--- src/rtl/viterbi_pkg.sv ---
// Shared constants, state encoding and parity helper for the K=3 rate-1/2
// convolutional encoder and the Viterbi decoder path that consumes its symbols.
package viterbi_pkg;

    localparam int K       = 3;
    localparam int STATE_W = 2;

    // Octal 7 and octal 5: the classic K=3 code pair.
    localparam logic [K-1:0] G0_DEF = 3'b111;
    localparam logic [K-1:0] G1_DEF = 3'b101;

    // Encoder FSM states; the shift register value itself is the trellis
    // state (00/01/10/11) and is shared with the decoder's naming.
    typedef enum logic [1:0] {
        ST_IDLE = 2'd0,
        ST_DATA = 2'd1,
        ST_TAIL = 2'd2
    } enc_state_e;

    // Parity of generator g applied to {current bit, b(n-1), b(n-2)}.
    function automatic logic conv_parity(input logic [K-1:0]       g,
                                         input logic               b,
                                         input logic [STATE_W-1:0] sr);
        return ^(g & {b, sr});
    endfunction

endpackage

--- src/rtl/conv_encoder_k3.sv ---
// Rate-1/2, K=3 convolutional encoder with valid/ready on both sides.
// Each accepted bit yields one registered 2-bit symbol; frames are optionally
// flushed with two zero tail bits so the trellis ends in state 00.
//
// Handshake: a transfer happens on a rising edge where valid && ready are both
// high; a producer holding valid keeps its payload stable until that edge, and
// ready never depends combinationally on the same side's valid.
module conv_encoder_k3
    import viterbi_pkg::*;
#(
    parameter logic [K-1:0] G0      = G0_DEF,
    parameter logic [K-1:0] G1      = G1_DEF,
    parameter bit           TAIL_EN = 1'b1
) (
    input  logic       clk,
    input  logic       rst_n,
    input  logic       in_valid,
    output logic       in_ready,
    input  logic       in_bit,
    input  logic       in_last,
    output logic       out_valid,
    input  logic       out_ready,
    output logic [1:0] out_sym,
    output logic       out_last,
    output logic       busy
);

    enc_state_e         state_q, state_d;
    logic [STATE_W-1:0] sr_q, sr_d;
    logic [1:0]         tail_cnt_q, tail_cnt_d;
    logic               out_valid_q, out_valid_d;
    logic [1:0]         out_sym_q, out_sym_d;
    logic               out_last_q, out_last_d;

    logic slot_free;
    logic accept;

    // The output register can take a new symbol when empty or being drained.
    assign slot_free = !out_valid_q || out_ready;
    assign in_ready  = (state_q != ST_TAIL) && slot_free;
    assign accept    = in_valid && in_ready;

    // Next-state: load a data symbol, a tail symbol, or hold under backpressure.
    always_comb begin
        state_d     = state_q;
        sr_d        = sr_q;
        tail_cnt_d  = tail_cnt_q;
        out_valid_d = out_valid_q;
        out_sym_d   = out_sym_q;
        out_last_d  = out_last_q;

        if (slot_free) begin
            out_valid_d = 1'b0;
            out_last_d  = 1'b0;
        end

        if (accept) begin
            out_valid_d = 1'b1;
            out_sym_d   = {conv_parity(G0, in_bit, sr_q), conv_parity(G1, in_bit, sr_q)};
            out_last_d  = 1'b0;
            sr_d        = {in_bit, sr_q[1]};
            state_d     = ST_DATA;
            if (in_last) begin
                if (TAIL_EN) begin
                    state_d    = ST_TAIL;
                    tail_cnt_d = 2'd2;
                end else begin
                    // No flush: mark this symbol as the end and restart from 00.
                    state_d    = ST_IDLE;
                    sr_d       = '0;
                    out_last_d = 1'b1;
                end
            end
        end else if (state_q == ST_TAIL && slot_free) begin
            out_valid_d = 1'b1;
            out_sym_d   = {conv_parity(G0, 1'b0, sr_q), conv_parity(G1, 1'b0, sr_q)};
            sr_d        = {1'b0, sr_q[1]};
            tail_cnt_d  = tail_cnt_q - 2'd1;
            if (tail_cnt_q == 2'd1) begin
                out_last_d = 1'b1;
                state_d    = ST_IDLE;
                sr_d       = '0;
            end
        end
    end

    // All state, including the registered output symbol, with async reset.
    always_ff @(posedge clk or negedge rst_n) begin
        if (!rst_n) begin
            state_q     <= ST_IDLE;
            sr_q        <= '0;
            tail_cnt_q  <= 2'd0;
            out_valid_q <= 1'b0;
            out_sym_q   <= 2'b00;
            out_last_q  <= 1'b0;
        end else begin
            state_q     <= state_d;
            sr_q        <= sr_d;
            tail_cnt_q  <= tail_cnt_d;
            out_valid_q <= out_valid_d;
            out_sym_q   <= out_sym_d;
            out_last_q  <= out_last_d;
        end
    end

    assign out_valid = out_valid_q;
    assign out_sym   = out_sym_q;
    assign out_last  = out_last_q;
    assign busy      = (state_q != ST_IDLE) || out_valid_q;

endmodule

--- config.mk ---
export PLATFORM = sky130hd
export DESIGN_NAME = conv_encoder_k3
export DESIGN_NICKNAME = d
export VERILOG_FILES = /design/src/rtl/viterbi_pkg.sv /design/src/rtl/conv_encoder_k3.sv
export SDC_FILE = /design/constraint.sdc
export NUM_CORES = 1
export LEC_CHECK = 0
export ABC_AREA = 0
export BUFFER_PORTS_ARGS = -buffer_cell sky130_fd_sc_hd__buf_2
export CORE_MARGIN = 2
export CORE_UTILIZATION = 33
export CTS_BUF_LIST = sky130_fd_sc_hd__clkbuf_4 sky130_fd_sc_hd__clkbuf_8
export DETAILED_ROUTE_END_ITERATION = 10
export GPL_TIMING_DRIVEN = 1
export PLACE_DENSITY = 0.65
export SYNTH_ARGS = -nofsm -noshare
export SYNTH_HDL_FRONTEND = slang
export SYNTH_SLANG_ARGS = --single-unit
--- constraint.sdc ---
create_clock -name clk -period 1 [get_ports clk]
set_input_delay 0.15 -clock clk [delete_from_list [all_inputs] [get_ports clk]]
set_output_delay 0.15 -clock clk [all_outputs]
set_load 0.005 [all_outputs]
==> results.ini, run 1 <==
[route]
wl_per_cell_um = 14.1
route.detailed.drc = 0
via_count = 475
dr.pass1.iters = 3
drt-total-wl_um = 1310
number_of_nets_still_failing_antenna_checks_after_routing = 0
routed_via_density = 5.11
drtIter0Drc = 3

[clock_tree]
tritoncts.num_buffers = 3
worst_setup_hold_path_clk_slew_ns = 0.06
clk-insertion-delay-late_ns = 0.26
tritoncts = yes
clock_sinks = 10
clk_root_buffer_cell = sky130_fd_sc_hd__clkbuf_4
max-clock-path-buffers = 2
cts_max_level = 1

[timing]
final.period_utilization_pct = 131
max_slew_margin_pct = 82.6
maxSlewViolCount = 0
max_freq_ghz = 0.765
setup_slack_ns = -0.308
setup_tns_ns = -1.95
worst_clock_skew_ns = 0.00111
report.final.setup_viol = 12
rsz0062_at_grt = true
tightestPinTransition_ns = 0.260
timing_hold_violations_final = 0
post-route-min-period_ns = 1.31

[yosys]
synth.yosys.warnings = 0
mappedNetlistArea_um2 = 533
synth_top_family_by_area = simple AND/OR/NAND/NOR gates
postSynthRegisterBits = 10
synthCells = 55
synth_mux_area_share_pct = 0
synth_simple_gate_area_share_pct = 27.2
synthXorXnorAreaFrac_pct = 1.64
synth.lib_cells_used.distinct = 26
synth_compound_gate_area_share_pct = 19.0
synth_sequential_area_ratio_pct = 46.9
syn_nets = 62
post_synth_adder_cell_area_pct = 2.35
synth.avg_cell_area_um2 = 9.69

[floorplan]
dieWidth_um = 44.2
die_height_um = 44.2
die-area_um2 = 1950
initial_utilization_pct = 35.4
placeableCoreArea_um2 = 1510
floorplan.rows = 14
top_level_ports = 12

[pwr]
vdd_ir_drop_max_mv = 0.979
total_power_mw = 1.58
cellLeakagePower_nw = 0.371
powerDensity_nw_per_um2 = 1960

[critical_path]
startpoint_type = flip-flop
max_stage_delay_ns = 0.40
worstSetupEndpointType = output port
timing.critical_path.required_ns = 0.85
worst-path-max-fanout = 4
timing_worst_setup_path_type = reg2out
r2r-start = state_q[1]
cp.arrival_ns = 1.16
reg2reg_setup_slack_ns = -0.23
crit_path_cell_trace = or3_1 -> buf_2
worst_r2r_path_depth = 5
worst_path_max_delay_cell = sky130_fd_sc_hd__dfrtp_1
timing.rr.end = out_sym[0]

[cells_and_area]
n_fill_cell = 133
layout_commonest_cell = sky130_fd_sc_hd__buf_2
antennaDiodeCount = 0
layout.nets = 86
multiInputGateArea_um2 = 344
layout-area-overhead-vs-synth_pct = 51.2
final_cell_mix = 10 x sky130_fd_sc_hd__buf_2, 9 x sky130_fd_sc_hd__dfrtp_1, 7 x sky130_fd_sc_hd__nand2_1
final-seq-area_um2 = 251
final_layout_size_suffix_gt1_share_pct = 50.6

[grt]
grt_antenna_before_repair = 0
grt_max_degree = 11
grt.overflow.total = 0
grt_pass1_wl_um = 2110
number_of_global_route_vias_before_repair = 445
grt.total_usage_pct = 16.0

[worst_hold_path]
min-delay-start = in_last
holdPathStages = 2
tightest_hold_check_type = in2reg
worstHoldEndpoint = state_q[0]

[status]
failed_checks = setup timing
outcome = complete, but fails checks

[flow_run]
maxCapViolations = 0

[place]
dp_wirelength_um = 835
place_congestion = 0.787
portBuffers = 11

-- metal layers --
layer	vias to the layer above	wire length, µm	GRT usage (%)
met3	6	66	6.12
met2	13	656	25.6
met1	213	554	18.3
met4	0	34	9.09
met5	-	0	0
li1	243	-	-
-- cells in the mapped netlist (all sizes together) --
cell type  number  area share [%]
a32o            1             1.9
nor4            1             2.3
ha              1             2.3
o21ai           7             6.6
and2            1             1.6
nand3b          1             1.4
o21a            1             1.4
a21boi          1             1.4
o221a           2             4.2
inv             1            0.70
nand3           1            0.94
or3             1             1.2
a21oi           2             1.9
and3            1             1.2
xor2            1             1.6
nor2b           1             1.2
dfrtp          10              47
and2b           1             1.9
a2bb2oi         1             1.6
nand2          10             7.0
nand2b          2             3.8
buf             1             2.1
nor2            6             4.7
-- cell families after synthesis --
logic type / after synthesis
compound gates: 15
xor+xnor: 1
buf+inv: 2
flops: 10
simple gates: 26
fa+ha+maj: 1
-- state kept, by name, summed over array words and instances, names as in the netlist --
| name | count |
|---|---|
| out_last | 1 |
| out_sym | 2 |
| out_valid | 1 |
| sr_q | 2 |
| state_q | 2 |
| tail_cnt_q | 2 |
-- final cells by class --
class	count	area share, %
inverters	1	0.466
repair buffers	20	20.3
clock buffers	3	2.80
multi-input cells	43	42.7
flip-flops and latches	10	31.2
well taps	16	2.48
-- metrics by stage --
step	utilization (%)	hold slack, ns	setup slack, ns	instances	area, µm²
6_report	53.5	0.131	-0.308	93	806
5_1_grt	53.5	0.125	-0.357	93	806
3_5_place_dp	42.8	0.0261	-0.192	84	644
2_1_floorplan	-	-0.146	-0.0817	55	546
3_3_place_gp	42.8	0.0266	-0.160	84	644
4_1_cts	51.0	0.106	-0.320	92	768
-- power breakdown --
part	internal, mW	switching [mW]
clock	0.139	0.137
combinational	0.375	0.317
sequential	0.527	0.0868
-- worst max path at each step --
stage,start,endpoint,slack [ns],cells past startpoint
floorplan,state_q[0],out_sym[0],-0.08,3
global placement,state_q[0],out_sym[0],-0.16,4
detailed placement,state_q[0],out_sym[0],-0.19,4
CTS,state_q[1],busy,-0.32,2
global route,state_q[0],busy,-0.36,2
finish,state_q[0],busy,-0.31,2
-- worst max-delay path, delay by kind of cell (launching register included) --
family | cells | cell delay, ns
buffers and inverters | 1 | 0.13
flip-flops | 1 | 0.40
AND/OR/NAND/NOR | 1 | 0.36
-- timing repair --
item	in CTS	in global routing
endpoints found under the setup margin	10	13
setup buffers	4	1
hold endpoints to repair	10	0
cloned	0	0
hold buffers	1	0
resized for setup	11	8
pin swaps	7	6
(Power assumes the default switching activity.)
==> run 2: changes to the inputs <==
--- a/config.mk
+++ b/config.mk
@@ -12,7 +12,7 @@
 export CTS_BUF_LIST = sky130_fd_sc_hd__clkbuf_4 sky130_fd_sc_hd__clkbuf_8
 export DETAILED_ROUTE_END_ITERATION = 10
 export GPL_TIMING_DRIVEN = 1
-export PLACE_DENSITY = 0.65
+export PLACE_DENSITY = 0.63
 export SYNTH_ARGS = -nofsm -noshare
 export SYNTH_HDL_FRONTEND = slang
 export SYNTH_SLANG_ARGS = --single-unit
==> constraint.sdc (replaced) <==
create_clock -name clk -period 1.6 [get_ports clk]
set_input_delay 0.24 -clock clk [delete_from_list [all_inputs] [get_ports clk]]
set_output_delay 0.24 -clock clk [all_outputs]
set_load 0.005 [all_outputs]
==> results.ini, run 2 (synthesis gave the netlist of run 1 again) <==
[route]
route.detailed.drc = 0  ; unchanged
dr.pass1.iters = 4  ; +1
via_count = 458  ; -3.6%
drtIter0Drc = 6  ; +3
number_of_nets_still_failing_antenna_checks_after_routing = 0  ; unchanged
routed_via_density = 5.33  ; +4.3%
wl_per_cell_um = 13.3  ; -5.8%
drt-total-wl_um = 1140  ; -13%

[place]
dpl_worst_slack_ns = 0.390  ; +0.582 ns
portBuffers = 11  ; unchanged
dp_wirelength_um = 851  ; +1.9%
place_congestion = 0.801  ; +1.7%
number_of_placed_instances_taps_included = 82  ; -2.4%
placedInstanceArea_um2 = 604  ; -6.2%

[floorplan]
dieWidth_um = 44.2  ; unchanged
top_level_ports = 12  ; unchanged
die_height_um = 44.2  ; unchanged
initial_utilization_pct = 35.4  ; unchanged
placeableCoreArea_um2 = 1510  ; unchanged
floorplan.rows = 14  ; unchanged
die-area_um2 = 1950  ; unchanged

[pwr]
p_switching_mw = 0.286  ; -47%
p_sw_share_pct = 34.0  ; -0.19 points
cell_internal_pwr_mw = 0.555  ; -47%
comb_power_share_pct = 33.7  ; -10 points
vdd_ir_drop_max_mv = 0.538  ; -45%
power.clock.fraction_pct = 20.1  ; +2.7 points
powerDensity_nw_per_um2 = 1320  ; -33%
seq_power_share_pct = 46.2  ; +7.4 points
cellLeakagePower_nw = 0.303  ; -18%
total_power_mw = 0.841  ; -47%

[grt]
grt.overflow.total = 0  ; unchanged
grt_max_degree = 11  ; unchanged
grt_pass1_wl_um = 1810  ; -14%
grt_antenna_before_repair = 0  ; unchanged
number_of_global_route_vias_before_repair = 388  ; -13%
grt.total_usage_pct = 14.0  ; -2.0 points

[clock_tree]
clk-insertion-delay-late_ns = 0.27  ; about the same
post-cts-setup-buffers = 0  ; -4
max-clock-path-buffers = 2  ; unchanged
clock_sinks = 10  ; unchanged
post_cts_resize_count = 0  ; -11
cts_max_level = 1  ; unchanged
postCtsHoldBufs = 1  ; unchanged
clk_root_buffer_cell = sky130_fd_sc_hd__clkbuf_4
tritoncts = yes
worst_setup_hold_path_clk_slew_ns = 0.06  ; about the same
tritoncts.num_buffers = 3  ; unchanged

[timing]
final.period_utilization_pct = 92.8
setup_tns_ns = 0  ; +1.95 ns
worst_clock_skew_ns = 0.00561  ; +0.00450 ns
rsz0062_at_grt = false
tightestPinTransition_ns = 0.295  ; +0.0358 ns
setup_slack_ns = 0.115  ; +0.423 ns
timing.hold.ws_ns = 0.176  ; +0.0451 ns
max_slew_margin_pct = 80.2  ; -2.4 points
timing_hold_violations_final = 0  ; unchanged
maxSlewViolCount = 0  ; unchanged
report.final.setup_viol = 0  ; -12
post-route-min-period_ns = 1.48
max_freq_ghz = 0.673

[flow_run]
maxCapViolations = 0  ; unchanged

[cells_and_area]
layout.nets = 79  ; -8.1%
layout_commonest_cell = sky130_fd_sc_hd__buf_2
layout-area-overhead-vs-synth_pct = 19.5
finalNonFillerCells = 86  ; -7.5%
post-route-util_pct = 42.3  ; -11 points
postLayoutCellArea_um2 = 637  ; -21%
antennaDiodeCount = 0  ; unchanged
final_layout_size_suffix_gt1_share_pct = 28.6  ; -22 points
final_cell_mix = 11 x sky130_fd_sc_hd__buf_2, 10 x sky130_fd_sc_hd__nand2_1, 10 x sky130_fd_sc_hd__dfrtp_1

[critical_path]
worstSetupEndpointType = output port
timing.critical_path.required_ns = 1.36  ; +0.51 ns
cp.arrival_ns = 1.24  ; +0.08 ns
timing_worst_setup_path_type = reg2out
startpoint_type = flip-flop
worst-path-max-fanout = 8  ; +4

[worst_hold_path]
tightest_hold_check_type = in2reg

[status]
outcome = completed

[run 2: changes by cell type in the layout (fill, tap and decap cells not counted), sizes merged]
cell / delta
buf: -7
[run 2: final timing paths]
path	from	slack, ns	end	cells after the start
setup / recovery	out_valid	0.12	in_ready	4
hold / removal	in_last	0.18	state_q[0]	2
setup reg to reg	out_valid	0.39	out_sym[1]	5
hold reg to reg	out_last	0.46	out_last	2
max in group asynchronous	rst_n	1.05	sr_q[1]	2
min in group asynchronous	rst_n	0.36	out_sym[1]	2
[run 2: cell type report]
type	count	area, µm²
fill	161	870
clock buffer	3	22.5
tap	16	20.0
timing repair buffer	13	72.6
multi-input combinational	43	268
inverter	1	3.75
sequential	10	250
[run 2: critical path, stage by stage, from the launching register on]
cell and delay [ns]:
sky130_fd_sc_hd__dfrtp_1 0.42, sky130_fd_sc_hd__nor2b_1 0.15, sky130_fd_sc_hd__buf_4 0.16, sky130_fd_sc_hd__nor2_1 0.12
sky130_fd_sc_hd__buf_2 0.13
[run 2: power groups by stage]
stage	registers, mW	logic (mW)	clock network [mW]
after floorplan	0.384	0.193	0
after global placement	0.391	0.278	0
after detailed placement	0.391	0.283	0
after CTS	0.388	0.286	0.176
after global routing	0.402	0.316	0.196
final	0.388	0.283	0.169
[run 2: layer usage]
metal	track usage (%)	up-vias	wire length, µm
li1	-	225	-
met1	17.9	213	508
met2	17.9	15	505
met3	7.76	5	94
met4	9.09	0	34
met5	0	-	0
